$ cat src/rtl/wb_trace_fifo.sv
// wb_trace_fifo: circular trace buffer for MIPS_R2000 architectural writes.
// It records GPR writebacks (WB stage) and data-memory stores (MEM stage) in
// program order. The display path reads the oldest entry and pops it.
// The oldest entries are overwritten when the buffer is full, and the sticky
// Overflow flag records that this happened.
// Optional feature: define TRACE_PC_EN to store the PC of each recorded
// instruction and show it on EntryPC. Without it, EntryPC is tied to 0.
module wb_trace_fifo #(
    parameter int DEPTH = 16,
    parameter int AW    = 4
) (
    input  logic          CLK_CPU,
    input  logic          RST_CPU,
    input  logic          RegWrite,
    input  logic [4:0]    WriteRegister,
    input  logic [31:0]   WriteData,
    input  logic [31:0]   WbPC,
    input  logic          DMemW,
    input  logic [31:0]   DataAddr,
    input  logic [31:0]   DataIn,
    input  logic [31:0]   MemPC,
    input  logic          Freeze,
    input  logic          Clear,
    input  logic          Pop,
    output logic          Valid,
    output logic [1:0]    EntryKind,
    output logic [15:0]   EntryAddr,
    output logic [31:0]   EntryData,
    output logic [31:0]   EntryPC,
    output logic [AW:0]   Count,
    output logic          Overflow
);

    localparam logic [1:0]    KIND_GPR   = 2'b01;
    localparam logic [1:0]    KIND_STORE = 2'b10;
    localparam logic [AW+1:0] DEPTH_W    = (AW+2)'(DEPTH);
    localparam logic [AW:0]   DEPTH_C    = (AW+1)'(DEPTH);

    // Entry storage. There is no reset because contents are meaningful only
    // between rp and wp.
    logic [1:0]  kind_mem [DEPTH];
    logic [15:0] addr_mem [DEPTH];
    logic [31:0] data_mem [DEPTH];
`ifdef TRACE_PC_EN
    logic [31:0] pc_mem   [DEPTH];
`endif

    logic [AW-1:0] wp_reg, wp_next;
    logic [AW-1:0] rp_reg, rp_next;
    logic [AW:0]   count_reg, count_next;
    logic          overflow_reg, overflow_next;

    logic          capture;
    logic          pop_eff;
    logic [1:0]    push_cnt;
    logic [AW+1:0] n_sum;
    logic [AW+1:0] excess;
    logic [AW-1:0] store_idx;
    logic          unused_ok;

    // Next-state arithmetic. Clear wins over pop and capture. When the buffer
    // would exceed DEPTH, the read pointer skips the overwritten entries.
    always_comb begin
        capture   = !Freeze && !Clear;
        pop_eff   = Pop && (count_reg != '0) && !Clear;
        push_cnt  = capture ? ({1'b0, RegWrite} + {1'b0, DMemW}) : 2'd0;
        // The WB instruction is older, so its GPR event goes at wp.
        // The store goes in the slot after it.
        store_idx = wp_reg + {{(AW-1){1'b0}}, RegWrite};
        n_sum     = {1'b0, count_reg}
                  - {{(AW+1){1'b0}}, pop_eff}
                  + {{AW{1'b0}}, push_cnt};
        excess        = '0;
        wp_next       = wp_reg + {{(AW-2){1'b0}}, push_cnt};
        rp_next       = rp_reg + {{(AW-1){1'b0}}, pop_eff};
        count_next    = n_sum[AW:0];
        overflow_next = overflow_reg;
        if (Clear) begin
            wp_next       = '0;
            rp_next       = '0;
            count_next    = '0;
            overflow_next = 1'b0;
        end else if (n_sum > DEPTH_W) begin
            excess        = n_sum - DEPTH_W;
            rp_next       = rp_reg + {{(AW-1){1'b0}}, pop_eff} + excess[AW-1:0];
            count_next    = DEPTH_C;
            overflow_next = 1'b1;
        end
    end

    // Pointer, occupancy and sticky-overflow registers. Reset is asynchronous.
    always_ff @(posedge CLK_CPU or posedge RST_CPU) begin
        if (RST_CPU) begin
            wp_reg       <= '0;
            rp_reg       <= '0;
            count_reg    <= '0;
            overflow_reg <= 1'b0;
        end else begin
            wp_reg       <= wp_next;
            rp_reg       <= rp_next;
            count_reg    <= count_next;
            overflow_reg <= overflow_next;
        end
    end

    // Array writes for the GPR event at wp and the store event at wp or wp+1.
    always_ff @(posedge CLK_CPU) begin
        if (!RST_CPU && capture && RegWrite) begin
            kind_mem[wp_reg] <= KIND_GPR;
            addr_mem[wp_reg] <= {11'd0, WriteRegister};
            data_mem[wp_reg] <= WriteData;
`ifdef TRACE_PC_EN
            pc_mem[wp_reg]   <= WbPC;
`endif
        end
        if (!RST_CPU && capture && DMemW) begin
            kind_mem[store_idx] <= KIND_STORE;
            addr_mem[store_idx] <= DataAddr[15:0];
            data_mem[store_idx] <= DataIn;
`ifdef TRACE_PC_EN
            pc_mem[store_idx]   <= MemPC;
`endif
        end
    end

    // Read side: show the head entry, and force all fields to 0 while empty.
    always_comb begin
        Valid     = (count_reg != '0);
        Count     = count_reg;
        Overflow  = overflow_reg;
        EntryKind = Valid ? kind_mem[rp_reg] : 2'd0;
        EntryAddr = Valid ? addr_mem[rp_reg] : 16'd0;
        EntryData = Valid ? data_mem[rp_reg] : 32'd0;
`ifdef TRACE_PC_EN
        EntryPC   = Valid ? pc_mem[rp_reg] : 32'd0;
        unused_ok = ^{DataAddr[31:16], excess[AW+1:AW]};
`else
        EntryPC   = 32'd0;
        unused_ok = ^{DataAddr[31:16], excess[AW+1:AW], WbPC, MemPC};
`endif
    end

endmodule

$ cat config.mk
export PLATFORM = sky130hd
export DESIGN_NAME = wb_trace_fifo
export DESIGN_NICKNAME = d
export VERILOG_FILES = /design/src/rtl/wb_trace_fifo.sv
export SDC_FILE = /design/constraint.sdc
export NUM_CORES = 1
export LEC_CHECK = 0
export CORE_MARGIN = 1
export CORE_UTILIZATION = 60
export DETAILED_ROUTE_END_ITERATION = 8
export PLACE_DENSITY_LB_ADDON = 0.15
export SLEW_MARGIN = 40
export SYNTH_ARGS = -nofsm -noshare
export SYNTH_HDL_FRONTEND = slang
export SYNTH_SLANG_ARGS = --single-unit
$ cat constraint.sdc
create_clock -name CLK_CPU -period 7.9 [get_ports CLK_CPU]
set_input_delay 2.37 -clock CLK_CPU [delete_from_list [all_inputs] [get_ports CLK_CPU]]
set_output_delay 2.37 -clock CLK_CPU [all_outputs]
set_load 0.05 [all_outputs]
==> metrics.md <==
| Metric | Value |
|---|---|
| Max FFs per register | 512 |
| Netlist Area Pre-Place | 41300 um2 |
| Warning count from the yosys run | 0 |
| Largest fanout on the critical path | 40 |
| CTS Buffer Depth | 3 |
| Number of flops mapped to enable cells by yosys | 768 |
| H-Tree Depth | 3 |
| CTS tree | yes |
| Post-synthesis sequential area ratio | between 50 and 60% |
| Worst path required time | between 5 and 6 ns |
| Total negative slack | 0 ns |
| CTS Hold Bufs | 0 |
| Synth cell count leaders | 768 x edfxtp_1, 438 x mux2_2, 250 x mux4_2 |
| RSZ-0062 raised after global routing | false |
| Power Total | roughly 12 mW |
| Worst hold slack | between 0.4 and 0.5 ns |
| Top delay family on crit path | buffers and inverters |
| Die X | around 260 um |
| Distinct cells, synth | 51 |
| Worst path cell trace | buf_4 > mux4_2 > mux4_2 > and2_1 > clkdlybuf4s50_1 |
| Die ar. | 70000 um2 |
| Final wirelength | just over 100000 um |
| Fin nets | roughly 2600 |
| GR Util All Layers | 29.8% |
| Fmax | ~0.16 GHz |
| Dpl ws | ~1.8 ns |
| Fin area | between 40000 and 50000 um2 |
| # resized after CTS | 0 |
| Leak Pwr | 15.5 nW |
| Top-count cell post-synth | edfxtp_1 |
| Worst min path class | flop to flop |
| Async SR Flop Fraction | 1.72% |
| Area contributors post-synth | edfxtp_1 56%, mux4_2 14%, mux2_2 12% |
| Least-Margin Pin Slew | between 0.9 and 1 ns |
| Regs by FF count | data_mem: 512 flops, addr_mem: 256 flops, kind_mem: 32 flops |
| Post-route minimum period | 6.34 ns |
| Post-route DRC | 0 |
| Routed len/inst | between 30 and 40 um |
| DP HPWL | ~56000 um |
| Max Cap Viol | 0 |
| Number of non-filler instances in the completed layout | around 3400 |
| Clock tree root buffer cell | clkbuf_16 |
| FF+latch count, synth | ~800 |
| Relative slew slack | between 30 and 40% |
| Ports | 261 |
| Crit path kind | flop to primary output |
| Endpoints failing hold | 0 |
| PortBufs | ~150 |
| Setup crit end kind | primary output |
| Routability cong. | about 0.80 |
| Core area | between 60000 and 70000 um2 |
| Dpl cells | approximately 3200 |
| Yosys top cell area share | 55.8% |
| Row cnt | 95 |
| Largest net degree at the start of global routing | 62 |
| Outcome | finished clean |
| Post-synth top area cell | edfxtp_1 |
| Post-layout util | approximately two thirds |
| First-pass GRT wire length | roughly 150000 um |
| Mean post-synth cell area | ~17 um2 |
| Postcts setup bufs | 0 |
| Initial core utilization | 61.1% |
| Power Density | approximately 260 nW/um2 |
| Worst setup margin | about 1.6 ns |
| Worst VDD drop | 0.363 mV |
| Share of cells above drive strength 1 | a little over two fifths |
| Skew final | approximately 0.017 ns |
| DP Area | approximately 43000 um2 |
| Number of CTS-inserted buffers | between 80 and 90 |
| Initial antenna violation count | 4 |
| DR pass1 iterations | 5 |
| Tcrit/Tclk final | about 80% |
| Die Y | about 260 um |
| Main synth FF type | edfxtp_1 |
| Gr ovfl total | 0 |
| Post-DRT Antenna Nets | 0 |
| Vias in the first global route | roughly 23000 |
| Clock sink total | approximately 810 |
| Setup violations, final | 0 |
| Most used cell, CP | mux4_2 |
| Routed vias/inst | ~6.5 |
| Vias | about 22000 |
| Max Slew Vio Count | 0 |
| Critical path's slowest cell | dfrtp_4 |
| Buffers plus inverters on the worst setup path | 2 |
| Crit start category | flop |
| Crit path arrival time | about 4 ns |
| Clk Latency, worst-skew pair | a little over 0.6 ns |
| Register name with the most flops | data_mem |
| Layout area overhead | 11.6% |
| Clk slew on worst S/H paths | 0.06 ns |
| Mapped Cells | around 2400 |
| Initial DRC count | approximately 2100 |
| Max incr delay on CP | between 0.9 and 1 ns |
==> worst register-to-register path: stages (launching register included) <==
cell and delay, ns:
dfrtp_1 0.40, inv_1 0.09, ha_1 0.14, nor4b_1 0.49, nor3b_1 0.18, ha_1 0.31, inv_1 0.06, ha_1 0.17
inv_1 0.07, fa_1 0.45, xor2_1 0.23, inv_1 0.09, nor4b_1 0.47, o31ai_4 0.19, or2_1 0.33, nor2_1 0.12
==> worst paths after layout <==
path                       cells after the start         endpoint             from  slack (ns)
setup / recovery                               5    EntryAddr[15]        rp_reg[1]        1.56
hold / removal                                 2  kind_mem[11][1]  kind_mem[11][1]        0.45
setup reg to reg                              15         Count[3]         Count[2]        4.04
hold reg to reg                                2  kind_mem[11][1]  kind_mem[11][1]        0.45
max in group asynchronous                      2        rp_reg[3]          RST_CPU        5.27
min in group asynchronous                      2        wp_reg[0]          RST_CPU        2.18
==> kinds of logic (layout without fill, tap and decap cells) <==
| kind of cell | Yosys count | count (layout) | synth area share [%] |
|---|---|---|---|
| adders and majority gates | 21 | 21 | 0.690 |
| AOI/OAI and AO/OA | 61 | 61 | 1.06 |
| DFF | 814 | 814 | 58.2 |
| other | 1 | 34 | 0.00907 |
| buffers and inverters | 291 | 378 | 3.87 |
| and+or+nand+nor | 347 | 347 | 4.90 |
| xor gates and xnor gates | 10 | 10 | 0.257 |
| muxes | 844 | 844 | 31.0 |
==> report_power, final <==
part / internal, mW / switching (mW) / leakage [nW] / total [mW]
logic: 1.41 / 1.92 / 6.69 / 3.33
registers: 4.75 / 0.113 / 7.49 / 4.87
clock network: 2.27 / 1.63 / 1.32 / 3.90
total: 8.44 / 3.66 / 15.5 / 12.1
==> area by class of cell <==
class                           count  area, um2
Sequential cell                   814      24100
Fill cell                        4437      21500
Multi-Input combinational cell   1315      16000
Clock buffer                      116       2350
Timing Repair Buffer              205       2190
Tap cell                          873       1090
Clock inverter                     36        328
Inverter                           21       78.8
Antenna cell                        2       5.00
==> routing by layer <==
layer / GRT usage, % / up-vias / share of wire [%]
met4: 9.00 / 4 / 2.5
met1: 39.5 / 11800 / 40
met5: 0 / - / 0.026
met2: 51.8 / 786 / 52
met3: 3.50 / 179 / 5.8
li1: - / 9391 / -
==> cells in the final DEF (no fill, tap or decap), types with 17 or more instances in the layout <==
master / count
a21oi_1: 23
and2_1: 183
and3_1: 47
buf_4: 32
clkbuf_1: 22
clkbuf_16: 87
clkdlybuf4s50_1: 148
clkinv_2: 17
conb_1: 32
dfxtp_1: 32
edfxtp_1: 768
ha_1: 18
inv_1: 20
mux2_2: 438
mux2_4: 138
mux4_2: 250
nand2_1: 32
nor2_1: 32
(Power assumes the default switching activity.)
